--- src/rtl/robs_divider.sv ---
// Sequential signed divider: one non-restoring iteration per clock, with an
// integrated IDLE/LOAD/ITER/FIX/DONE controller and a down-counter.
module robs_divider #(
  parameter int WIDTH = 8
) (
  input  logic             clk,
  input  logic             reset,
  input  logic             start,
  input  logic [WIDTH-1:0] dividend,
  input  logic [WIDTH-1:0] divisor,
  output logic [WIDTH-1:0] quotient,
  output logic [WIDTH-1:0] remainder,
  output logic             busy,
  output logic             done,
  output logic             div_by_zero,
  output logic             overflow
);

  localparam int CW = $clog2(WIDTH + 1);

  typedef enum logic [2:0] {
    S_IDLE,
    S_LOAD,
    S_ITER,
    S_FIX,
    S_DONE
  } state_e;

  state_e           state_q, state_d;
  logic [WIDTH-1:0] dvd_q, dvd_d;
  logic [WIDTH-1:0] dvs_q, dvs_d;
  logic             dvd_neg_q, dvd_neg_d;
  logic             dvs_neg_q, dvs_neg_d;
  logic [WIDTH-1:0] d_abs_q, d_abs_d;
  logic [WIDTH-1:0] q_q, q_d;
  logic [WIDTH:0]   p_q, p_d;
  logic [CW-1:0]    cnt_q, cnt_d;
  logic [WIDTH-1:0] quo_q, quo_d;
  logic [WIDTH-1:0] rem_q, rem_d;
  logic             dbz_q, dbz_d;
  logic             ovf_q, ovf_d;

  // Datapath helpers for one non-restoring step and the final remainder restore.
  logic [WIDTH:0]   p_sh;
  logic [WIDTH:0]   p_step;
  logic [WIDTH-1:0] p_fix;

  // The settled remainder is always below |divisor|, so WIDTH bits are enough.
  assign p_sh   = {p_q[WIDTH-1:0], q_q[WIDTH-1]};
  assign p_step = p_q[WIDTH] ? (p_sh + {1'b0, d_abs_q}) : (p_sh - {1'b0, d_abs_q});
  assign p_fix  = p_q[WIDTH] ? (p_q[WIDTH-1:0] + d_abs_q) : p_q[WIDTH-1:0];

  // NOTE: every combinational output gets a default first, so no path can infer a latch.
  always_comb begin
    state_d   = state_q;
    dvd_d     = dvd_q;
    dvs_d     = dvs_q;
    dvd_neg_d = dvd_neg_q;
    dvs_neg_d = dvs_neg_q;
    d_abs_d   = d_abs_q;
    q_d       = q_q;
    p_d       = p_q;
    cnt_d     = cnt_q;
    quo_d     = quo_q;
    rem_d     = rem_q;
    dbz_d     = dbz_q;
    ovf_d     = ovf_q;

    case (state_q)
      S_IDLE, S_DONE: begin
        state_d = S_IDLE;
        if (start) begin
          dvd_d   = dividend;
          dvs_d   = divisor;
          state_d = S_LOAD;
        end
      end
      S_LOAD: begin
        dvd_neg_d = dvd_q[WIDTH-1];
        dvs_neg_d = dvs_q[WIDTH-1];
        q_d       = dvd_q[WIDTH-1] ? (WIDTH'(0) - dvd_q) : dvd_q;
        d_abs_d   = dvs_q[WIDTH-1] ? (WIDTH'(0) - dvs_q) : dvs_q;
        p_d       = '0;
        cnt_d     = CW'(WIDTH);
        if (dvs_q == '0) begin
          quo_d   = '1;
          rem_d   = dvd_q;
          dbz_d   = 1'b1;
          ovf_d   = 1'b0;
          state_d = S_DONE;
        end else begin
          state_d = S_ITER;
        end
      end
      S_ITER: begin
        p_d   = p_step;
        q_d   = {q_q[WIDTH-2:0], ~p_step[WIDTH]};
        cnt_d = cnt_q - CW'(1);
        if (cnt_q == CW'(1)) state_d = S_FIX;
      end
      S_FIX: begin
        quo_d   = (dvd_neg_q ^ dvs_neg_q) ? (WIDTH'(0) - q_q) : q_q;
        rem_d   = dvd_neg_q ? (WIDTH'(0) - p_fix) : p_fix;
        dbz_d   = 1'b0;
        ovf_d   = (dvd_q == {1'b1, {(WIDTH-1){1'b0}}}) && (dvs_q == '1);
        state_d = S_DONE;
      end
      default: state_d = S_IDLE;
    endcase
  end

  // NOTE: sequential state uses non-blocking assignments only, so every register samples pre-edge values.
  always_ff @(posedge clk or negedge reset) begin
    if (!reset) begin
      state_q   <= S_IDLE;
      dvd_q     <= '0;
      dvs_q     <= '0;
      dvd_neg_q <= 1'b0;
      dvs_neg_q <= 1'b0;
      d_abs_q   <= '0;
      q_q       <= '0;
      p_q       <= '0;
      cnt_q     <= '0;
      quo_q     <= '0;
      rem_q     <= '0;
      dbz_q     <= 1'b0;
      ovf_q     <= 1'b0;
    end else begin
      state_q   <= state_d;
      dvd_q     <= dvd_d;
      dvs_q     <= dvs_d;
      dvd_neg_q <= dvd_neg_d;
      dvs_neg_q <= dvs_neg_d;
      d_abs_q   <= d_abs_d;
      q_q       <= q_d;
      p_q       <= p_d;
      cnt_q     <= cnt_d;
      quo_q     <= quo_d;
      rem_q     <= rem_d;
      dbz_q     <= dbz_d;
      ovf_q     <= ovf_d;
    end
  end

  assign quotient    = quo_q;
  assign remainder   = rem_q;
  assign div_by_zero = dbz_q;
  assign overflow    = ovf_q;
  assign busy        = (state_q == S_LOAD) || (state_q == S_ITER) || (state_q == S_FIX);
  assign done        = (state_q == S_DONE);

endmodule

--- config.mk ---
export PLATFORM = sky130hd
export DESIGN_NAME = robs_divider
export DESIGN_NICKNAME = d
export VERILOG_FILES = /design/src/rtl/robs_divider.sv
export SDC_FILE = /design/constraint.sdc
export NUM_CORES = 1
export LEC_CHECK = 0
export BUFFER_PORTS_ARGS = -buffer_cell sky130_fd_sc_hd__buf_4
export CORE_MARGIN = 10
export CORE_UTILIZATION = 35
export CTS_BUF_LIST = sky130_fd_sc_hd__clkbuf_4
export DETAILED_ROUTE_END_ITERATION = 16
export HOLD_SLACK_MARGIN = 0.06
export SLEW_MARGIN = 5
export SYNTH_ARGS = -nofsm -noshare
export SYNTH_HDL_FRONTEND = slang
export SYNTH_SLANG_ARGS = --single-unit
--- constraint.sdc ---
create_clock -name clk -period 6.8 [get_ports clk]
set_input_delay 0.34 -clock clk [delete_from_list [all_inputs] [get_ports clk]]
set_output_delay 0.34 -clock clk [all_outputs]
set_load 0.005 [all_outputs]
==> results.ini, run 1 <==
[synthesis]
synthArstFlopShare=1.00
synth_fp_nets=479
yosysSeqAreaShare=0.415
synth_cells=435
ys_types=50
syn_avg_cell_area_sq_um=9.42
yosys_most_used_dff=dfrtp_1
synth_edf_count=0
synth.area.top_cells=dfrtp_1, ha_1, xor2_1
synth_top_area_cell=dfrtp_1
netlist_area_sq_mm=0.00410
netlist.area_leader.share=0.415
yosys_warnings=0
ys_ff_latch=68

[finish]
layout-drive-gt1-share=0.156
final_area_sq_mm=0.00462
synthToLayoutAreaGrowth_pct=12.8
final_cell_mix=dfrtp_1, nand2_1, o21ai_0, buf_4, nor2_1
final_common_cell=dfrtp_1
final_core_util=0.403
layout.nets=513

[power]
p_leak_uw=0.00208
p_per_area_mw_per_mm2=536
vdd_ir_drop_max_mv=0.224

[clock_network]
cts_buffers=9
cts.path.max_buffers=2
postCtsSetupBuffers=0
htree_levels=3
path_clk_slew_ns=0.12
cts-root-buf=clkbuf_4
postCtsResizedCells=0
cts_tree=yes
cts_hold_buf=1
cts_sinks=68
insertion_delay_ns=0.43

[setup_path]
r2r-end=q_q[0]
crit_fanout=23
worstSetupStartpoint=p_q[8]
critical_path_arrival_ns=3.16
critPathRequiredTime_ns=7.09
r2r_slack_ns=3.93
crit-reg2reg-launch=p_q[8]
crit_path_end_kind=register
endpoint=q_q[0]
critPathLaunchType=register
crit_type=reg2reg
worst-r2r-cell-count=10

[global_routing]
grt_max_degree=69
grt_pass1_wl_mm=16.1
grt_overflow=0
grt_pass1_vias=3117
antenna_found_initial=1
track_usage=0.121

[timing]
rsz0062_at_grt=false
tightestPinTransition_ns=1.22
setup_viol=0
maxSlewViolCount=0
timing.slew.headroom=0.185
hold_viol_final=0
min_period_ns=2.87
hold_ws_ns=0.113
period_share=0.422
fmax_ghz=0.348
finalClockSkew_ns=0.0174
fin_setup_tns_ns=0

[routing]
drc=0
wl_per_cell_um=15.7
drtIter0Drc=155
ant_nets=0
drt-vias-per-instance=5.17
totalWireLength_mm=9.70
vias=3196
dr.pass1.iters=5

[worst_hold_path]
hold_depth=3
hold_class=in2reg

[die]
boundaryPins=39
chipHeight_um=128
initial_core_util=0.357
rows=39
coreArea_sq_mm=0.0115
die_area_sq_mm=0.0164
die_w_um=128

[placed_design]
dp_hpwl_mm=7.32
place.gp.congestion=0.808
io_buffers=38
place_area_sq_mm=0.00450

[run_status]
status=complete, no violations

[flow_run]
cap_violations=0

==> flip-flops by register name, summed over array words and instances, names as in the netlist, 4 cells and up <==
register	count
p_q	9
remainder	8
d_abs_q	8
q_q	8
dvd_q	8
quotient	8
dvs_q	8
cnt_q	4
==> worst max-delay path, cell delays in order, from the launching register on <==
cell and delay [ns]:
dfrtp_1 0.87, mux2_2 0.31, inv_1 0.05, fa_1 0.42, nor2b_1 0.11, o21ai_0 0.09, a21boi_0 0.25, o21ai_0 0.15
a21oi_1 0.17, mux2i_1 0.26, a31oi_1 0.06
==> report_power, final <==
part           switching, uW  leakage (uW)  internal (uW)  total [uW]
Combinational            721       0.00118            673        1390
Clock                    147     0.0000634           75.5         223
Sequential               269      0.000835            592         861
==> final cells by class <==
class	count	area (sq um)
multi-input cells	332	2260
inverters	17	63.8
fillers	1120	6840
well taps	143	179
diodes	1	2.50
repair buffers	41	310
clock buffers	10	75.1
clock inverters	6	31.3
flip-flops and latches	68	1700
==> synth_stat cells, drive strengths merged, types with 2 or more instances <==
master / number
a21oi: 19
nand3: 6
clkbuf: 14
o21ai: 40
a211oi: 4
ha: 23
or3b: 2
a21boi: 2
nand4: 2
nor2: 29
xor2: 23
o221ai: 2
inv: 17
and2: 3
a22oi: 6
fa: 2
nand2b: 7
mux2: 15
nor3: 13
nor3b: 7
or2: 3
or3: 2
nor2b: 6
dfrtp: 68
o21a: 2
o31ai: 5
nand2: 53
o41ai: 2
mux2i: 14
buf: 4
nor4: 4
a21o: 2
a31oi: 7
nand3b: 2
xnor2: 15
==> stage by stage <==
| stage | cells | total power (uW) | setup slack, ns |
|---|---|---|---|
| after floorplan | 435 | 1870 | 4.00 |
| after detailed placement | 600 | 2270 | 3.94 |
| after global routing | 618 | 2740 | 3.63 |
| after global placement | 600 | 2240 | 4.00 |
| final | 618 | 2480 | 3.93 |
| after CTS | 617 | 2500 | 3.92 |
==> worst min path at each step <==
stage                 from        to  slack, ns
3_5_place_dp      cnt_q[3]  cnt_q[3]       0.47
2_1_floorplan        reset  cnt_q[0]       0.04
5_1_grt        dividend[6]  dvd_q[6]       0.09
3_3_place_gp      cnt_q[3]  cnt_q[3]       0.46
6_report       dividend[1]  dvd_q[1]       0.11
4_1_cts        dividend[1]  dvd_q[1]       0.08
==> kinds of logic after synthesis <==
group,share of synthesized area
fa+ha+maj,0.0800
compound gates,0.147
buf+inv,0.0336
simple gates,0.168
mux,0.0754
xor+xnor,0.0812
flops,0.415
==> layer usage <==
| layer | track usage | vias up | routed length (um) |
|---|---|---|---|
| li1 | - | 1601 | - |
| met1 | 0.165 | 1520 | 4810 |
| met2 | 0.178 | 69 | 4280 |
| met3 | 0.0347 | 6 | 503 |
| met4 | 0.0450 | 0 | 106 |
| met5 | 0 | - | 0 |
Power figures use the tool's default switching activity.
==> run 2: changes to the inputs <==
==> constraint.sdc (replaced) <==
create_clock -name clk -period 2.5 [get_ports clk]
set_input_delay 0.125 -clock clk [delete_from_list [all_inputs] [get_ports clk]]
set_output_delay 0.125 -clock clk [all_outputs]
set_load 0.005 [all_outputs]
==> results.ini, run 2 (same netlist as run 1, synthesis figures left out) <==
[die]
rows=39
coreArea_sq_mm=0.0115
boundaryPins=39
initial_core_util=0.357
chipHeight_um=128
die_w_um=128
die_area_sq_mm=0.0164

[routing]
drc=0
drt-vias-per-instance=5.14
totalWireLength_mm=10.3
ant_nets=0
vias=3338
routed.top_layer=met4
wl_met1_mm=5.05
dr.pass1.iters=4
dr_wl_met3_um=297
route.met2.wl_mm=4.78
wl_per_cell_um=15.8
drtIter0Drc=194

[clock_network]
cts_buffers=9
cts.path.max_buffers=2
path_clk_slew_ns=0.11
insertion_delay_ns=0.42
cts-root-buf=clkbuf_4
cts_sinks=68
htree_levels=3
cts_tree=yes

[flow_run]
cap_violations=0

[power]
vdd_ir_drop_max_mv=0.501
p_leak_uw=0.00225
p_per_area_mw_per_mm2=1460

[run_status]
status=complete, no violations

[finish]
final_area_sq_mm=0.00501
final_cell_mix=dfrtp_1, buf_4, nand2_1
fillCellCount=1103
top_register=p_q
final_core_util=0.437
synthToLayoutAreaGrowth_pct=22.2
largest_reg_flops=9
layout-drive-gt1-share=0.211
final_common_cell=dfrtp_1
ff_latch_area_sq_mm=0.00170
layout.nets=546
multiInputGateArea_sq_mm=0.00234
final_cells=650

[timing]
tightestPinTransition_ns=0.874
finalClockSkew_ns=0.0137
timing.slew.headroom=0.418
fin_setup_tns_ns=0
min_period_ns=2.42
maxSlewViolCount=0
period_share=0.968
hold_ws_ns=0.357
setup_viol=0
fmax_ghz=0.413
hold_viol_final=0

[setup_path]
max_stage_delay_ns=0.43
path_cells=inv_1, ha_1, mux2_2, inv_1, fa_2, nor2b_2, o21ai_2, a21boi_2, o21ai_1, a21oi_1, mux2i_1, a31oi_1
worst-path-buf-inv=2
crit_type=reg2reg
critical_path_arrival_ns=2.71
slowest_stage=dfrtp_1
crit_path_end_kind=register
crit_fanout=5
path_delay_family=adder cells
crit_top_cell=inv_1
critPathLaunchType=register
critPathRequiredTime_ns=2.79

[placed_design]
dp_hpwl_mm=7.48
place.gp.congestion=0.837
place_area_sq_mm=0.00462
io_buffers=38
dp.cells=615

[global_routing]
grt_max_degree=69
grt_pass1_vias=3355
antenna_found_initial=1
grt_overflow=0
track_usage=0.127
grt_pass1_wl_mm=17.1

[worst_hold_path]
hold_class=in2async

## run 2: cell count changes in the layout (fill, tap and decap cells not counted), moves of 3 or more
| cell | delta |
|---|---|
| dlygate4sd3_1 | +16 |
| a211oi_2 | +3 |
| buf_4 | +17 |
| a211oi_1 | -3 |
## run 2: metrics by stage
stage          total power [uW]  worst slack [ns]
2_1_floorplan              5110            0.0334
3_3_place_gp               6280            0.0916
3_5_place_dp               6370           0.00143
4_1_cts                    7110           0.00574
5_1_grt                    8000           -0.0365
6_report                   7290            0.0799
## run 2: report_power, final
| group | internal (uW) | switching [uW] |
|---|---|---|
| registers | 1610 | 688 |
| clock network | 291 | 403 |
| logic | 2110 | 2190 |
| total | 4010 | 3280 |
## run 2: final timing paths
kind / start / endpoint / slack (ns) / cells past startpoint
min in group clk: start / dvs_q[1] / 0.39 / 4
worst max-delay path: d_abs_q[1] / q_q[0] / 0.08 / 12
worst min-delay path: reset / cnt_q[1] / 0.36 / 2
worst min register to register: cnt_q[3] / cnt_q[3] / 0.49 / 1
max in group asynchronous: reset / d_abs_q[0] / 1.53 / 2
worst max register to register: d_abs_q[1] / q_q[0] / 0.08 / 12
## run 2: layer usage
layer / track usage / vias to the layer above
met5: 0 / -
met4: 0.0563 / 0
li1: - / 1669
met1: 0.172 / 1599
met3: 0.0207 / 8
met2: 0.193 / 62
## run 2: area by class of cell
type	count	share of cell area
Multi-Input combinational cell	332	0.467
Antenna cell	1	0.000500
Inverter	17	0.0127
Timing Repair Buffer	74	0.119
Tap cell	143	0.0357
Clock inverter	6	0.0112
Sequential cell	68	0.340
Clock buffer	9	0.0135
## run 2: repair_timing
action	in CTS	in global routing
setup endpoints to repair	0	8
buffers inserted	0	2
endpoints found under the hold margin	84	0
gates resized for setup	0	20
hold buffers	17	0
